`src/rtl/hi_lo_register_unit.sv`:
```
// HI/LO architectural register pair: commits multiply, divide and move results
// and serves MFHI/MFLO reads with same-cycle forwarding and divide stalls.
module hi_lo_register_unit #(
   parameter int CPU_DATA_WIDTH = 32
) (
   input  logic                          clock,
   input  logic                          reset,
   input  logic                          write_valid,
   input  logic                          multiply_valid,
   input  logic [2*CPU_DATA_WIDTH-1:0]   multiply_result,
   input  logic                          divide_issue,
   input  logic                          divide_result_valid,
   input  logic [CPU_DATA_WIDTH-1:0]     divide_result,
   input  logic [CPU_DATA_WIDTH-1:0]     divide_remain,
   input  logic                          high_low_write,
   input  logic                          result_high,
   input  logic                          result_low,
   input  logic [CPU_DATA_WIDTH-1:0]     move_data,
   output logic                          write_ready,
   input  logic                          read_request,
   input  logic                          read_high,
   output logic                          read_ready,
   output logic [CPU_DATA_WIDTH-1:0]     read_data,
   output logic [CPU_DATA_WIDTH-1:0]     high,
   output logic [CPU_DATA_WIDTH-1:0]     low,
   output logic                          divide_pending
);

   // state   | meaning
   // IDLE    | no divide outstanding; writers accepted
   // PENDING | divide issued, waiting for the divider's result pulse
   typedef enum logic {
      IDLE    = 1'b0,
      PENDING = 1'b1
   } state_t;

   state_t state;
   state_t state_next;

   logic writer;
   logic accept;
   logic accept_multiply;
   logic accept_move;
   logic accept_divide;
   logic commit_divide;

   assign divide_pending  = (state == PENDING);
   assign write_ready     = ~divide_pending;
   assign writer          = write_valid & (multiply_valid | divide_issue | high_low_write);
   assign accept          = writer & write_ready;
   assign accept_multiply = accept & multiply_valid;
   assign accept_move     = accept & ~multiply_valid & high_low_write;
   assign accept_divide   = accept & ~multiply_valid & ~high_low_write & divide_issue;
   assign commit_divide   = divide_pending & divide_result_valid;

   always_ff @(posedge clock) begin
      if (reset) begin
         state <= IDLE;
      end else begin
         state <= state_next;
      end
   end

   always_comb begin
      state_next = state;
      case (state)
         IDLE:    if (accept_divide) state_next = PENDING;
         PENDING: if (divide_result_valid) state_next = IDLE;
         default: state_next = IDLE;
      endcase
   end

   // A divide commit and an accepted writer can never coincide: writers are
   // only accepted while no divide is outstanding.
   always_ff @(posedge clock) begin
      if (reset) begin
         high <= '0;
         low  <= '0;
      end else if (commit_divide) begin
         high <= divide_remain;
         low  <= divide_result;
      end else if (accept_multiply) begin
         high <= multiply_result[2*CPU_DATA_WIDTH-1:CPU_DATA_WIDTH];
         low  <= multiply_result[CPU_DATA_WIDTH-1:0];
      end else if (accept_move) begin
         if (result_high) high <= move_data;
         if (result_low)  low  <= move_data;
      end
   end

   always_comb begin
      read_ready = 1'b1;
      read_data  = '0;
      if (read_request) begin
         if (commit_divide) begin
            read_data = read_high ? divide_remain : divide_result;
         end else if (divide_pending) begin
            read_ready = 1'b0;
         end else if (accept_multiply) begin
            read_data = read_high ? multiply_result[2*CPU_DATA_WIDTH-1:CPU_DATA_WIDTH]
                                  : multiply_result[CPU_DATA_WIDTH-1:0];
         end else if (accept_move && (read_high ? result_high : result_low)) begin
            read_data = move_data;
         end else begin
            read_data = read_high ? high : low;
         end
      end
   end

endmodule

```
`config.mk`:
```
export PLATFORM = sky130hd
export DESIGN_NAME = hi_lo_register_unit
export DESIGN_NICKNAME = d
export VERILOG_FILES = /design/src/rtl/hi_lo_register_unit.sv
export SDC_FILE = /design/constraint.sdc
export NUM_CORES = 1
export LEC_CHECK = 0
export BUFFER_PORTS_ARGS = -buffer_cell sky130_fd_sc_hd__buf_4
export CAP_MARGIN = 10
export CORE_MARGIN = 1
export CORE_UTILIZATION = 50
export DETAILED_ROUTE_END_ITERATION = 8
export GPL_ROUTABILITY_DRIVEN = 0
export GPL_TIMING_DRIVEN = 0
export MAX_ROUTING_LAYER = met4
export PLACE_DENSITY = 0.82
export REMOVE_ABC_BUFFERS = 1
export SLEW_MARGIN = 15
export SYNTH_ARGS = -nofsm -noshare
export SYNTH_HDL_FRONTEND = slang
export SYNTH_SLANG_ARGS = --single-unit
```
`constraint.sdc`:
```
create_clock -name clock -period 3 [get_ports clock]
set_input_delay 0.3 -clock clock [delete_from_list [all_inputs] [get_ports clock]]
set_output_delay 0.3 -clock clock [all_outputs]
set_load 0.01 [all_outputs]
```
After elaboration in Yosys (flattened, before gate mapping)

Cells that the tools add are included.

Flip-flop bits (word level): 65
Bits in latches: 0
Bits in writable memories: 0
Memory bits (read-only): 0
Input bits: 171
Output and inout bits: 99
Word-level logic and storage cells: 45
Memories kept: 0

Add/sub/neg operators: 0
Multipliers: 0
Divide/modulo/power cells: 0
Magnitude comparators: 0
Equal/unequal tests: 0
Shift-type cells: 0
Muxes and demuxes: 23
Bitwise operators: 13
Reduce and logical (&&, ||, !) cells: 6

Operator list:

| cell                | count |
|---|---|
| $mux W32            | 16 |
| $reduce_bool A3 Y1  | 3 |
| $and A1 B1 Y1       | 8 |
| $mux W1             | 6 |
| $reduce_and A2 Y1   | 2 |
| $not A1 Y1          | 3 |
| $or A1 B1 Y1        | 2 |
| $pmux W1 S2         | 1 |
| $logic_and A1 B1 Y1 | 1 |

Depth between registers and ports, before layout

Gate-level depths: netlist of the first run.

Depth in word-level cells: 12
Gate-level depth with buffers: 6
Gate-level depth less buffers: 3

Worst setup path after synthesis of the first run

Ideal clock, no wire load.

Path kind: register to output
Start point: reg state (netlist: divide_pending)
End point: out read_data[10]
Arrival: 1,556 ps
Required time: 2,700 ps
Setup slack: 1,144 ps
Stages on the path, launching flop included: 7
Path buffers: 3
Cells stage by stage: dfxtp_1 -> buf_2 -> nand3b_4 -> buf_2 -> buf_2 -> a211oi_1 -> o32ai_1

Longest elaborated chain between the ends: 10

RTL lines:

| element                     | line | text |
|---|---|---|
| start: declaration          | 37   | `state_t state;` |
| start signal: assignment    | 60   | `state <= state_next;` |
| $not A1 Y1                  | -    |  |
| $and A1 B1 Y1               | 50   | `assign accept = writer & write_ready;` |
| $and A1 B1 Y1 (2 in series) | 52   | `assign accept_move = accept & ~multiply_valid & high_low_write;` |
| $logic_and A1 B1 Y1         | 102  | `end else if (accept_move && (read_high ? result_high : result_low)) begin` |
| $mux W32                    | 102  |  |
| $mux W32                    | 99   | `end else if (accept_multiply) begin` |
| $mux W32                    | 97   | `end else if (divide_pending) begin` |
| $mux W32 *                  | 95   | `if (commit_divide) begin` |
| $mux W32 *                  | 94   | `if (read_request) begin` |
| end: declaration            | 23   | `output logic [CPU_DATA_WIDTH-1:0] read_data,` |

Every way passes the cells marked *; elsewhere a longest branch is shown, timed or not.

Final worst setup path of the first run

Start point: reg state (netlist: divide_pending)
End point: out read_data[17]

The elaborated chain is that of the path after synthesis.

==> results of run 1 <==
[report_power, final]
| group | switching [mW] | internal (mW) | leakage (nW) | total, mW |
|---|---|---|---|---|
| Clock | 0.400 | 0.648 | 0.149 | 1.05 |
| Combinational | 0.630 | 0.578 | 3.13 | 1.21 |
| Sequential | 0.0565 | 0.924 | 0.533 | 0.981 |
[worst max-delay path by stage]
stage                                to  cells past startpoint
floorplan           low[0]$_SDFFE_PP0P_                      3
detailed placement        read_data[14]                      5
global placement    low[6]$_SDFFE_PP0P_                      3
finish                    read_data[17]                      5
global route               read_data[6]                      5
CTS                        read_data[6]                      5
[layout by cell type, fill, tap and decap left out, types with 4 or more instances in the layout]
master / count
a211oi_1: 64
a221oi_1: 56
a221oi_2: 8
and2_1: 64
buf_12: 7
buf_16: 8
buf_4: 269
clkbuf_16: 9
clkbuf_8: 4
dfxtp_1: 64
mux2_2: 32
mux2i_1: 32
nor2_1: 66
nor2b_1: 33
o2111ai_1: 64
o31ai_1: 32
o32ai_1: 32
o41ai_1: 10
o41ai_2: 54
[stage by stage]
stage | setup slack, ns | cells
6_report | 0.0883 | 1108
5_1_grt | 0.0765 | 1108
4_1_cts | 0.181 | 1107
3_5_place_dp | -0.113 | 1086
3_3_place_gp | -2.51 | 1073
2_1_floorplan | -0.939 | 632
[timing repair]
item                       in CTS  in global routing
buffers inserted                3                  0
gates resized for setup         2                  0
hold endpoints to repair        0                  0
setup endpoints to repair      32                  0
hold buffers                    0                  0
[logic make-up after synthesis]
| kind of cell | after synthesis | synth area share (%) |
|---|---|---|
| AO/OA/AOI/OAI | 325 | 47.6 |
| buffers and inverters | 119 | 8.10 |
| flip-flops | 65 | 19.5 |
| multiplexers | 66 | 10.5 |
| AND/OR/NAND/NOR | 174 | 14.3 |
[worst reg2reg max path, cell delays in order, from the launching register on]
cell and delay (ns):
dfxtp_2 0.57, nand2b_4 0.72, o21a_2 0.68, buf_12 0.27, o41ai_2 0.12
[state kept, by name (all words and copies together), names as in the netlist]
name / cells
high: 32
low: 32
divide_pending: 1
[per-layer routing]
layer / part of all wire, % / global-route usage (%) / vias up
li1: - / - / 3473
met1: 40 / 52.5 / 3896
met2: 45 / 59.6 / 649
met3: 10 / 6.42 / 118
met4: 4.1 / 21.7 / 0
met5: 0 / - / -
[layout make-up]
cell class / instances / area [sq um]
Inverter: 2 / 7.51
Tap cell: 172 / 215
Fill cell: 1033 / 3680
Clock buffer: 14 / 284
Clock inverter: 2 / 10.0
Sequential cell: 65 / 1300
Multi-Input combinational cell: 567 / 4930
Antenna cell: 1 / 2.50
Timing Repair Buffer: 285 / 2390
==> summary.md, run 1 <==
| Metric | Value |
|---|---|
| Synth Cell Area | `6660 sq um` |
| Yosys cell types | `30` |
| Top cells by count, synth | `clkbuf_1 (67), nor2_1 (66), and2_1 (65), dfxtp_1 (65)` |
| PwrDens | `354 nW/um^2` |
| CP max stage cell | `dfxtp_2` |
| Overall Power | `3.24 mW` |
| Via/cell ratio | `7.34` |
| Clk buf depth | `2` |
| HPWL after DPL | `16400 um` |
| DRC Markers | `0` |
| Post-Syn Area per Cell | `8.89 sq um` |
| Core Region | `12800 sq um` |
| CP arrival | `2.61 ns` |
| TritonCTS Buffers | `9` |
| Final hold vios | `0` |
| Critical path launch point type | `flop` |
| Layout cells sized above 1 | `44.3%` |
| Slew headroom | `19.5%` |
| Area growth syn-to-layout | `37.3%` |
| Element type at the critical path end | `output port` |
| Worst R2R Start | `divide_pending$_SDFF_PP0_` |
| RSZ-0062 raised after global routing | `no` |
| Peak supply drop | `0.259 mV` |
| Primary FF master, synth | `dfxtp_1` |
| Largest net degree at the start of global routing | `73` |
| Critical path cell sequence | `and2_4 -> nand2_2 -> buf_16 -> o32ai_1 -> buf_4` |
| Post-Route WL | `28000 um` |
| Fmax | `0.343 GHz` |
| Outcome | `finished clean` |
| Rows | `41` |
| Synth top area share | `19.5%` |
| First-iteration detailed-routing DRC count | `895` |
| Asr flop ratio synth | `0%` |
| Vias in the first global route | `7676` |
| Hold Path End | `divide_pending$_SDFF_PP0_` |
| Area contributors post-synth | `dfxtp_1 (20%), o41ai_2 (13%), o2111ai_1 (8.4%)` |
| DRT Pass-1 Iters | `7` |
| Yosys top cell by area | `dfxtp_1` |
| Port Buffers | `269` |
| Clock slew at reported path FFs | `0.06 ns` |
| Routed via count | `8136` |
| Top-count cell post-synth | `clkbuf_1` |
| Depth of the CTS H-tree | `3` |
| Synth Register Bits | `65` |
| CTS root buffer | `clkbuf_16` |
| Worst Clk Skew | `0.00784 ns` |
| CTS Sinks | `65` |
| Initial core utilization | `51.9%` |
| Crit Path Max Fanout | `33` |
| Design Area, Final | `9150 sq um` |
| # nets final | `1101` |
| Crit path max-delay family | `simple AND/OR/NAND/NOR gates` |
| Final Core Density | `71.3%` |
| Syn. warnings | `0` |
| Worst r2r dst | `low[13]$_SDFFE_PP0P_` |
| Initial antenna violation count | `1` |
| Hold slack | `0.225 ns` |
| Worst hold start | `divide_issue` |
| Max cap viols | `0` |
| Slowest stage delay, CP | `0.57 ns` |
| Leak pwr | `3.81 nW` |
| Worst Max-Slew Pin Slew | `1.21 ns` |
| Critical path buffers and inverters | `2` |
| Setup TNS Final | `0 ns` |
| Worst path required time | `2.70 ns` |
| Clk Latency, worst-skew pair | `0.33 ns` |
| DIE HEIGHT | `117 um` |
| Post-synth EDFFs | `0` |
| DP Area | `8770 sq um` |
| Register area share after synthesis | `19.5%` |
| Die W | `117 um` |
| Die ar. | `13800 sq um` |
| Cells after Synth | `749` |
| Crit path launch | `divide_pending$_SDFF_PP0_` |
| Tcrit/Tclk final | `97.1%` |
| Routed WL per cell | `25.3 um` |
| CTS tree | `built` |
| Total gr overflow | `0` |
| Final setup fails | `0` |
| Pins Over Slew Limit | `0` |
| Global Route Usage Sum | `40.3%` |
| Slack of the worst reg-to-reg path | `0.48 ns` |
| Num ports | `270` |
| Hold-critical path depth | `3` |
| FF-to-FF path depth | `4` |
| Kind of critical path | `flop to output port` |
| Global-route wire length before repair | `43100 um` |
| Antenna-violating nets left | `0` |
| Hold WC Path Type | `input port to flop` |
| Final Critical Period | `2.91 ns` |
Note: power is estimated with default switching activity, not from simulation.
==> run 2, diff against run 1 <==
--- a/config.mk
+++ b/config.mk
@@ -10,10 +10,10 @@
 export CORE_MARGIN = 1
 export CORE_UTILIZATION = 50
 export DETAILED_ROUTE_END_ITERATION = 8
-export GPL_ROUTABILITY_DRIVEN = 0
+export GPL_ROUTABILITY_DRIVEN = 1
 export GPL_TIMING_DRIVEN = 0
 export MAX_ROUTING_LAYER = met4
-export PLACE_DENSITY = 0.82
+export PLACE_DENSITY_LB_ADDON = 0.05
 export REMOVE_ABC_BUFFERS = 1
 export SLEW_MARGIN = 15
 export SYNTH_ARGS = -nofsm -noshare
==> run 2 against run 1 <==
Worst setup slack got worse by 0.014 ns. Critical path depth unchanged. Clock power is 4% higher. Register-to-register slack got worse by 0.04 ns. Total power grew 1.1%. Largest cell class unchanged. Core utilization shrank 0.41 points.
==> summary.md, run 2 (same netlist as run 1, synthesis figures left out) <==
| Metric | Value |
|---|---|
| Non-Filler Instances | `1104` |
| Slowest stage delay, CP | `0.56 ns` |
| Die ar. | `13800 sq um` |
| Hold-critical path depth | `3` |
| Routed WL per cell | `25.5 um` |
| Setup TNS Final | `0 ns` |
| Kind of critical path | `flop to output port` |
| Initial antenna violation count | `0` |
| Total gr overflow | `0` |
| Final Core Density | `70.9%` |
| Routed via count | `8139` |
| Tcrit/Tclk final | `97.5%` |
| RSZ-0062 raised after global routing | `no` |
| Outcome | `finished clean` |
| Crit path max-delay family | `simple AND/OR/NAND/NOR gates` |
| Commonest non-fill, non-tap cell in the layout | `buf_4` |
| Clk Latency, worst-skew pair | `0.33 ns` |
| Depth of the CTS H-tree | `3` |
| Hold_buf cts | `0` |
| Final setup fails | `0` |
| Core Region | `12800 sq um` |
| Pre-CTS setup slack | `-0.179 ns` |
| PwrDens | `360 nW/um^2` |
| Worst hold start | `divide_issue` |
| Worst path required time | `2.70 ns` |
| Rows | `41` |
| Critical path launch point type | `flop` |
| Post-Route WL | `28100 um` |
| Global Route Usage Sum | `40.4%` |
| Worst Max-Slew Pin Slew | `1.21 ns` |
| CP max stage cell | `dfxtp_2` |
| Fmax | `0.342 GHz` |
| Area growth syn-to-layout | `36.5%` |
| Worst r2r dst | `low[13]$_SDFFE_PP0P_` |
| Vias in the first global route | `8257` |
| Crit Path Max Fanout | `33` |
| Worst Clk Skew | `0.00466 ns` |
| CTS Sinks | `65` |
| Max cap viols | `0` |
| Slack of the worst reg-to-reg path | `0.44 ns` |
| DRT Pass-1 Iters | `5` |
| HPWL after DPL | `16900 um` |
| Num ports | `270` |
| CP arrival | `2.63 ns` |
| Setup WS post-layout | `0.0740 ns` |
| Most frequent cells in the layout | `buf_4 (270), nor2_1 (66)` |
| Initial core utilization | `51.9%` |
| FF-to-FF path depth | `4` |
| Antenna-violating nets left | `0` |
| # nets final | `1098` |
| DRC Markers | `0` |
| Final hold vios | `0` |
| ANT cells | `0` |
| Critical path cell sequence | `and2_4 -> nand2_2 -> buf_16 -> o32ai_1 -> buf_4` |
| Port Buffers | `269` |
| First-iteration detailed-routing DRC count | `980` |
| Pins Over Slew Limit | `0` |
| Leak pwr | `3.79 nW` |
| Global-route wire length before repair | `43700 um` |
| Hold Path End | `divide_pending$_SDFF_PP0_` |
| Final Wtd Congestion | `0.912` |
| Slew headroom | `19.4%` |
| TritonCTS Buffers | `9` |
| Critical path buffers and inverters | `2` |
| Hold slack | `0.213 ns` |
| Worst R2R Start | `divide_pending$_SDFF_PP0_` |
| Largest net degree at the start of global routing | `131` |
| Layout cells sized above 1 | `44.2%` |
| Final Critical Period | `2.93 ns` |
| Element type at the critical path end | `output port` |
| Hold WC Path Type | `input port to flop` |
| WP depth | `5` |
| CTS tree | `built` |
| Die W | `117 um` |
| Peak supply drop | `0.233 mV` |
| Fillers | `1009` |
| CTS root buffer | `clkbuf_16` |
| Clk buf depth | `2` |
| Via/cell ratio | `7.37` |
| Clock slew at reported path FFs | `0.05 ns` |
| Post-Place Cells | `1083` |
| DIE HEIGHT | `117 um` |
[run 2: changes by cell type in the layout (fill, tap and decap cells not counted), sizes merged]
cell    before  now
clkinv       2    1
buf        285  282
clkbuf      14   15
diode        1    0
[run 2: metrics by stage]
step	area, sq um	total power, mW
2_1_floorplan	6130	1.51
3_3_place_gp	8360	2.07
3_5_place_dp	8710	2.15
4_1_cts	9080	3.24
5_1_grt	9090	3.38
6_report	9090	3.27
[run 2: final cells by class]
cell class | count | area [sq um] | share of cell area [%]
sequential | 65 | 1300 | 14.3
multi-input combinational | 567 | 4930 | 54.3
clock inverter | 1 | 5.00 | 0.0550
inverter | 2 | 7.51 | 0.0826
clock buffer | 15 | 308 | 3.38
tap | 172 | 215 | 2.37
timing repair buffer | 282 | 2320 | 25.5
[run 2: metal layers]
metal	part of all wire, %	GRT usage, %
met3	11	9.44
met2	46	62.5
met4	5.2	27.3
met5	0	-
met1	37	46.5
[run 2: what timing repair did]
action / in CTS / in global routing
setup endpoints to repair: 32 / 0
buffers inserted: 3 / 0
resized for setup: 3 / 0
[run 2: how the worst max path moves through the flow]
stage / start / to / slack [ns]
6_report: divide_pending$_SDFF_PP0_ / read_data[2] / 0.07
5_1_grt: multiply_valid / read_data[26] / 0.03
4_1_cts: divide_pending$_SDFF_PP0_ / read_data[2] / 0.15
3_5_place_dp: read_high / read_data[22] / -0.18
3_3_place_gp: read_high / read_data[26] / -2.43
2_1_floorplan: divide_pending$_SDFF_PP0_ / low[0]$_SDFFE_PP0P_ / -0.94
[run 2: worst reg2reg max path, cell delays in order, from the launching register on]
cell	delay, ns
dfxtp_2	0.56
nand2b_4	0.71
o21a_2	0.76
buf_16	0.26
o41ai_2	0.11
[run 2: power by group]
part / internal, mW / leakage (nW) / total [mW] / switching (mW)
Combinational: 0.570 / 3.10 / 1.20 / 0.630
Clock: 0.694 / 0.158 / 1.09 / 0.398
Sequential: 0.924 / 0.533 / 0.980 / 0.0556
Total: 2.19 / 3.79 / 3.27 / 1.08
